File: src/rtl/rr_switch_alloc_if.sv
// Switch-allocator bundle: per-input head-of-line requests in, per-output
// crossbar selects and per-input buffer pops out.
interface rr_switch_alloc_if #(
  parameter int PORTS = 2
);
  localparam int DW = $clog2(PORTS);

  logic [PORTS-1:0] req_i;
  logic [DW-1:0]    req_dest_i [PORTS];
  logic [PORTS-1:0] head_i;
  logic [PORTS-1:0] tail_i;
  logic [PORTS-1:0] out_ready_i;
  logic [PORTS-1:0] grant_o;
  logic [DW-1:0]    sel_o [PORTS];
  logic [PORTS-1:0] sel_valid_o;
  logic [PORTS-1:0] locked_o;
  logic             err_o;

  // Request side: input buffers and downstream ready
  modport master (
    output req_i, req_dest_i, head_i, tail_i, out_ready_i,
    input  grant_o, sel_o, sel_valid_o, locked_o, err_o
  );

  // Allocator side
  modport slave (
    input  req_i, req_dest_i, head_i, tail_i, out_ready_i,
    output grant_o, sel_o, sel_valid_o, locked_o, err_o
  );
endinterface

File: src/rtl/rr_switch_alloc.sv
// Per-output round-robin switch allocator with wormhole locking.
// Each output independently picks one head flit (round robin from its
// pointer), then stays bound to that input until the tail flit passes.
module rr_switch_alloc #(
  parameter int PORTS = 2
) (
  input logic              clk,
  input logic              rst,
  rr_switch_alloc_if.slave sw
);
  localparam int DW = $clog2(PORTS);

  typedef enum logic {IDLE = 1'b0, LOCKED = 1'b1} mode_t;

  logic [PORTS-1:0] w_sel_valid;
  logic [DW-1:0]    w_sel [PORTS];
  logic [PORTS-1:0] w_err;
  logic [PORTS-1:0] w_grant;
  logic             r_err;

  // Index of the k-th input scanned from base, wrapping at PORTS
  // (works for non-power-of-two port counts).
  function automatic logic [DW-1:0] rr_idx(input logic [DW-1:0] base, input int k);
    int s;
    s = int'(32'(base)) + k;
    if (s >= PORTS) s = s - PORTS;
    return DW'(s);
  endfunction

  // Pointer advance after a grant: winner+1 with wrap to 0
  function automatic logic [DW-1:0] next_ptr(input logic [DW-1:0] idx);
    return (idx == DW'(PORTS - 1)) ? '0 : idx + 1'b1;
  endfunction

  for (genvar gi = 0; gi < PORTS; gi++) begin : g_out
    mode_t         r_mode;
    logic [DW-1:0] r_owner;
    logic [DW-1:0] r_ptr;
    logic          w_win_valid;
    logic [DW-1:0] w_win_idx;
    logic          w_win_tail;
    logic          w_err_here;

    // Choose the eligible input for this output and flag protocol errors
    always_comb begin
      w_win_valid = 1'b0;
      w_win_idx   = '0;
      w_err_here  = 1'b0;
      if (r_mode == IDLE) begin
        for (int k = 0; k < PORTS; k++) begin
          if (!w_win_valid && sw.req_i[rr_idx(r_ptr, k)] && sw.head_i[rr_idx(r_ptr, k)] &&
              sw.req_dest_i[rr_idx(r_ptr, k)] == DW'(gi)) begin
            w_win_valid = 1'b1;
            w_win_idx   = rr_idx(r_ptr, k);
          end
        end
        // A body/tail flit aimed at an unowned output has lost its head
        for (int i = 0; i < PORTS; i++) begin
          if (sw.req_i[i] && !sw.head_i[i] && sw.req_dest_i[i] == DW'(gi)) w_err_here = 1'b1;
        end
      end else begin
        // Only the owner may continue; a fresh head from it is a framing error
        if (sw.req_i[r_owner] && sw.req_dest_i[r_owner] == DW'(gi)) begin
          if (sw.head_i[r_owner]) begin
            w_err_here = 1'b1;
          end else begin
            w_win_valid = 1'b1;
            w_win_idx   = r_owner;
          end
        end
      end
      w_win_tail = sw.tail_i[w_win_idx];
    end

    // Transfer only when downstream is ready; reset forces everything quiet
    assign w_sel_valid[gi]  = w_win_valid & sw.out_ready_i[gi] & ~rst;
    assign w_sel[gi]        = w_sel_valid[gi] ? w_win_idx : '0;
    assign w_err[gi]        = w_err_here;
    assign sw.sel_o[gi]     = w_sel[gi];
    assign sw.locked_o[gi]  = (r_mode == LOCKED);

    // Commit pointer / lock state only on an actual transfer
    always_ff @(posedge clk or posedge rst) begin
      if (rst) begin
        r_mode  <= IDLE;
        r_owner <= '0;
        r_ptr   <= '0;
      end else if (w_sel_valid[gi]) begin
        if (r_mode == IDLE) begin
          r_ptr <= next_ptr(w_win_idx);
          if (!w_win_tail) begin
            r_mode  <= LOCKED;
            r_owner <= w_win_idx;
          end
        end else if (w_win_tail) begin
          r_mode <= IDLE;
        end
      end
    end
  end

  // Grant an input when any output selects it; each input names one output
  always_comb begin
    w_grant = '0;
    for (int o = 0; o < PORTS; o++) begin
      for (int i = 0; i < PORTS; i++) begin
        if (w_sel_valid[o] && w_sel[o] == DW'(i)) w_grant[i] = 1'b1;
      end
    end
  end

  assign sw.grant_o     = w_grant;
  assign sw.sel_valid_o = w_sel_valid;

  // Error pulse appears the cycle after the offending request
  always_ff @(posedge clk or posedge rst) begin
    if (rst) r_err <= 1'b0;
    else     r_err <= |w_err;
  end

  assign sw.err_o = r_err;
endmodule

File: src/flat_wrapper.sv
// flat-port wrapper written by rule: the top's interface ports become plain ports
module rr_switch_alloc_flat 
#(
  parameter int PORTS = 2
)
  (clk, rst, sw_req_i, sw_req_dest_i, sw_head_i, sw_tail_i, sw_out_ready_i, sw_grant_o, sw_sel_o, sw_sel_valid_o, sw_locked_o, sw_err_o);
  rr_switch_alloc_if #(.PORTS(PORTS)) sw_i ();
  input logic clk;
  input logic rst;
  input wire logic [$bits(sw_i.req_i)-1:0] sw_req_i;
  input wire logic [$bits(sw_i.req_dest_i)-1:0] sw_req_dest_i;
  input wire logic [$bits(sw_i.head_i)-1:0] sw_head_i;
  input wire logic [$bits(sw_i.tail_i)-1:0] sw_tail_i;
  input wire logic [$bits(sw_i.out_ready_i)-1:0] sw_out_ready_i;
  output wire logic [$bits(sw_i.grant_o)-1:0] sw_grant_o;
  output wire logic [$bits(sw_i.sel_o)-1:0] sw_sel_o;
  output wire logic [$bits(sw_i.sel_valid_o)-1:0] sw_sel_valid_o;
  output wire logic [$bits(sw_i.locked_o)-1:0] sw_locked_o;
  output wire logic [$bits(sw_i.err_o)-1:0] sw_err_o;
  assign sw_i.req_i = sw_req_i;
  assign sw_i.req_dest_i = {>>{sw_req_dest_i}};
  assign sw_i.head_i = sw_head_i;
  assign sw_i.tail_i = sw_tail_i;
  assign sw_i.out_ready_i = sw_out_ready_i;
  assign sw_grant_o = sw_i.grant_o;
  assign sw_sel_o = {>>{sw_i.sel_o}};
  assign sw_sel_valid_o = sw_i.sel_valid_o;
  assign sw_locked_o = sw_i.locked_o;
  assign sw_err_o = sw_i.err_o;
  rr_switch_alloc #(.PORTS(PORTS)) u_core (.clk(clk), .rst(rst), .sw(sw_i));
endmodule
File: config.mk
export PLATFORM = sky130hd
export DESIGN_NAME = rr_switch_alloc_flat
export DESIGN_NICKNAME = d
export VERILOG_FILES = /design/src/rtl/rr_switch_alloc_if.sv /design/src/rtl/rr_switch_alloc.sv /design/src/flat_wrapper.sv
export SDC_FILE = /design/constraint.sdc
export NUM_CORES = 1
export LEC_CHECK = 0
export CORE_MARGIN = 4
export CORE_UTILIZATION = 25
export DETAILED_ROUTE_END_ITERATION = 10
export HOLD_SLACK_MARGIN = 0.03
export SLEW_MARGIN = 10
export SYNTH_ARGS = -nofsm -noshare
export SYNTH_HDL_FRONTEND = slang
export SYNTH_SLANG_ARGS = --single-unit
File: constraint.sdc
create_clock -name clk -period 1.6 [get_ports clk]
set_input_delay 0.32 -clock clk [delete_from_list [all_inputs] [get_ports clk]]
set_output_delay 0.32 -clock clk [all_outputs]
set_load 0.05 [all_outputs]
==> results.cfg <==
[setup_path]
worst-path-buf-inv = 2
cp.required_ns = 1.28
crit_path_end_kind = primary output
timing.critical_path.depth = 6
worstSetupPathType = flop to primary output
path_delay_family = compound AO/OA/AOI/OAI gates
cpPeakStageDelay_ns = 0.36
critPathMaxFanout = 3
ff2ff_path_depth = 7
crit_slowest_cell = dfrtp_2
start_kind = flop
path_cells = and4b_1, o21a_1, a31oi_4, inv_4, o2bb2ai_4, buf_12
critPathArrivalTime_ns = 1.68
r2r_slack_ns = -0.17

[cells_and_area]
layout.nets = 129
area_growth_pct = 101
antenna_cells = 0
drive_gt1_frac = 0.621
seqCellArea_sq_um = 179
multiInputGateArea_sq_um = 541
nFillCells = 243
final_util = 0.529

[yosys]
seq_area_frac_synth = 0.268
synth_top_cell_area_share = 0.268
synthCells = 67
synthesis.area_sq_um = 653
synth_seq_cells = 7
synth_area_leader_cell = dfrtp_1
synth_cell_type_count = 37
synth_fp_nets = 79
async_flop_share = 1.00
yosysWarningCount = 0
synth-main-ff-cell = dfrtp_1
synth_area_per_cell_sq_um = 9.75
synth_edf_count = 0
ys_top_cells_by_area = dfrtp_1, mux2i_1, mux2_4, a2111oi_4, a41oi_4

[routing]
firstDrtPassIters = 4
drt_first_iter_violations = 5
drtAntennaViolNets = 0
drc = 0
routed_via_density = 4.95
vias = 722
wl_per_cell_um = 14.7
wl_um = 2140

[outcome]
violations = negative setup slack
status = finished with violations

[clock_tree]
cts-root-buf = clkbuf_4
holdBufCountCts = 0
cts_inserted_buffers = 3
clockBufferDepth = 2
htreeDepth = 1
clk_pin_slew_ns = 0.05
cts_tree = done
clock_latency_ns = 0.25
cts.sinks = 7

[sta]
fin_crit_ns = 2.00
hold_viol_final = 0
clock_skew_ns = 0.000286
fmax_mhz = 501
fin_ws_ns = -0.398
maxSlewHeadroom = 0.721
tightestPinTransition_ns = 0.417
period_share = 1.25
maxSlewViolCount = 0
finalSetupViolCount = 8
rsz0062_at_grt = true
hold_slack_ns = 0.265

[floorplan]
rows = 18
start_util = 0.264
design.core.area_sq_um = 2480
die_w_um = 59.1
die_area_sq_um = 3490
pin_count = 21
die_y_um = 59.1

[placement]
io_buffer_count = 20
post-dp-hpwl_um = 1610
gp_congestion = 0.712

[power]
power_leakage_uw = 0.000551
power_density_nw_per_um2 = 1040
peakVddDrop_v = 0.000640

[grt]
grt_usage = 0.134
grt_pass1_vias = 780
antenna_found_initial = 0
grt_pass1_wl_um = 3560
grt_max_degree = 9
gr-total-overflow = 0

[hold_path]
min-delay-path-class = primary input to async pin

[run]
drv_cap = 0
per-stage QoR:
step / power, uW / TNS (ns) / area, sq um / cells / setup WS, ns
detailed placement: 1140 / -7.47 / 1190 / 136 / -0.774
floorplan: 752 / -0.998 / 718 / 67 / -0.215
finish: 1360 / -2.40 / 1310 / 146 / -0.398
global route: 1440 / -3.03 / 1310 / 146 / -0.474
global placement: 1140 / -7.26 / 1190 / 136 / -0.761
CTS: 1340 / -2.48 / 1260 / 143 / -0.415
state kept, by name, summed over array words and instances, names as in the netlist:
name                  cells
u_core.g_out.r_mode       2
u_core.g_out.r_ptr        2
u_core.g_out.r_owner      2
u_core.sw.err_o           1
logic make-up after synthesis:
kind of cell / Yosys count / synth area share
multiplexers: 7 / 0.125
AND/OR/NAND/NOR: 23 / 0.234
AO/OA/AOI/OAI: 21 / 0.310
buffers and inverters: 9 / 0.0632
flip-flops: 7 / 0.268
final cells by class:
cell class                 count  area share
clock buffer                   4      0.0201
inverter                       7      0.0248
multi-input combinational     51       0.413
sequential                     7       0.137
tap                           30      0.0287
timing repair buffer          47       0.377
cells in the mapped netlist, types with 2 or more instances:
master,count
nand3b_1,3
nor4bb_1,2
mux2i_1,4
inv_1,6
nor2_1,4
mux2_4,2
o2bb2ai_1,2
buf_4,2
dfrtp_1,7
a21oi_1,4
nand2_1,5
per-layer routing:
layer,part of all wire,global-route usage
met5,0,0
met3,0.053,0.0370
met1,0.43,0.158
met2,0.52,0.237
met4,0,0.0388
worst paths after layout:
kind | start | to
worst min-delay path | rst | u_core.g_out[0].r_ptr$_DFFE_PP0P_
min in group clk | u_core.g_out[1].r_ptr$_DFFE_PP0P_ | u_core.g_out[1].r_ptr$_DFFE_PP0P_
worst max register to register | u_core.g_out[1].r_mode$_DFFE_PP0P_ | u_core.g_out[1].r_mode$_DFFE_PP0P_
worst max-delay path | u_core.g_out[1].r_mode$_DFFE_PP0P_ | sw_grant_o[0]
max in group asynchronous | rst | u_core.g_out[1].r_mode$_DFFE_PP0P_
worst min register to register | u_core.g_out[1].r_ptr$_DFFE_PP0P_ | u_core.g_out[1].r_ptr$_DFFE_PP0P_
layout by cell type (no fill, tap or decap), types with 4 or more instances in the layout:
cell type | Yosys | layout
buf_6 | 0 | 5
clkbuf_4 | 0 | 4
inv_1 | 6 | 4
a21oi_1 | 4 | 4
dfrtp_1 | 7 | 4
buf_12 | 0 | 9
buf_4 | 2 | 23
nand2_1 | 5 | 5
worst reg2reg max path, delay by kind of cell, from the launching register on:
kind,cells,cell delay (ns)
AND/OR/NAND/NOR,1,0.20
buffers and inverters,3,0.31
flip-flops,1,0.36
AO/OA/AOI/OAI,2,0.49
multiplexers,1,0.28
report_power, final:
| group | total [uW] | internal [uW] | switching, uW |
|---|---|---|---|
| registers | 310 | 249 | 61.0 |
| logic | 894 | 466 | 428 |
| clock network | 160 | 95.2 | 64.9 |
timing repair:
action,4_1_cts,5_1_grt
endpoints found under the setup margin,12,8
endpoints found under the hold margin,0,0
setup buffers,3,4
gates resized for setup,31,19
cloned,0,0
pin swaps,5,6
No activity file was read; power rests on OpenSTA's default activity.
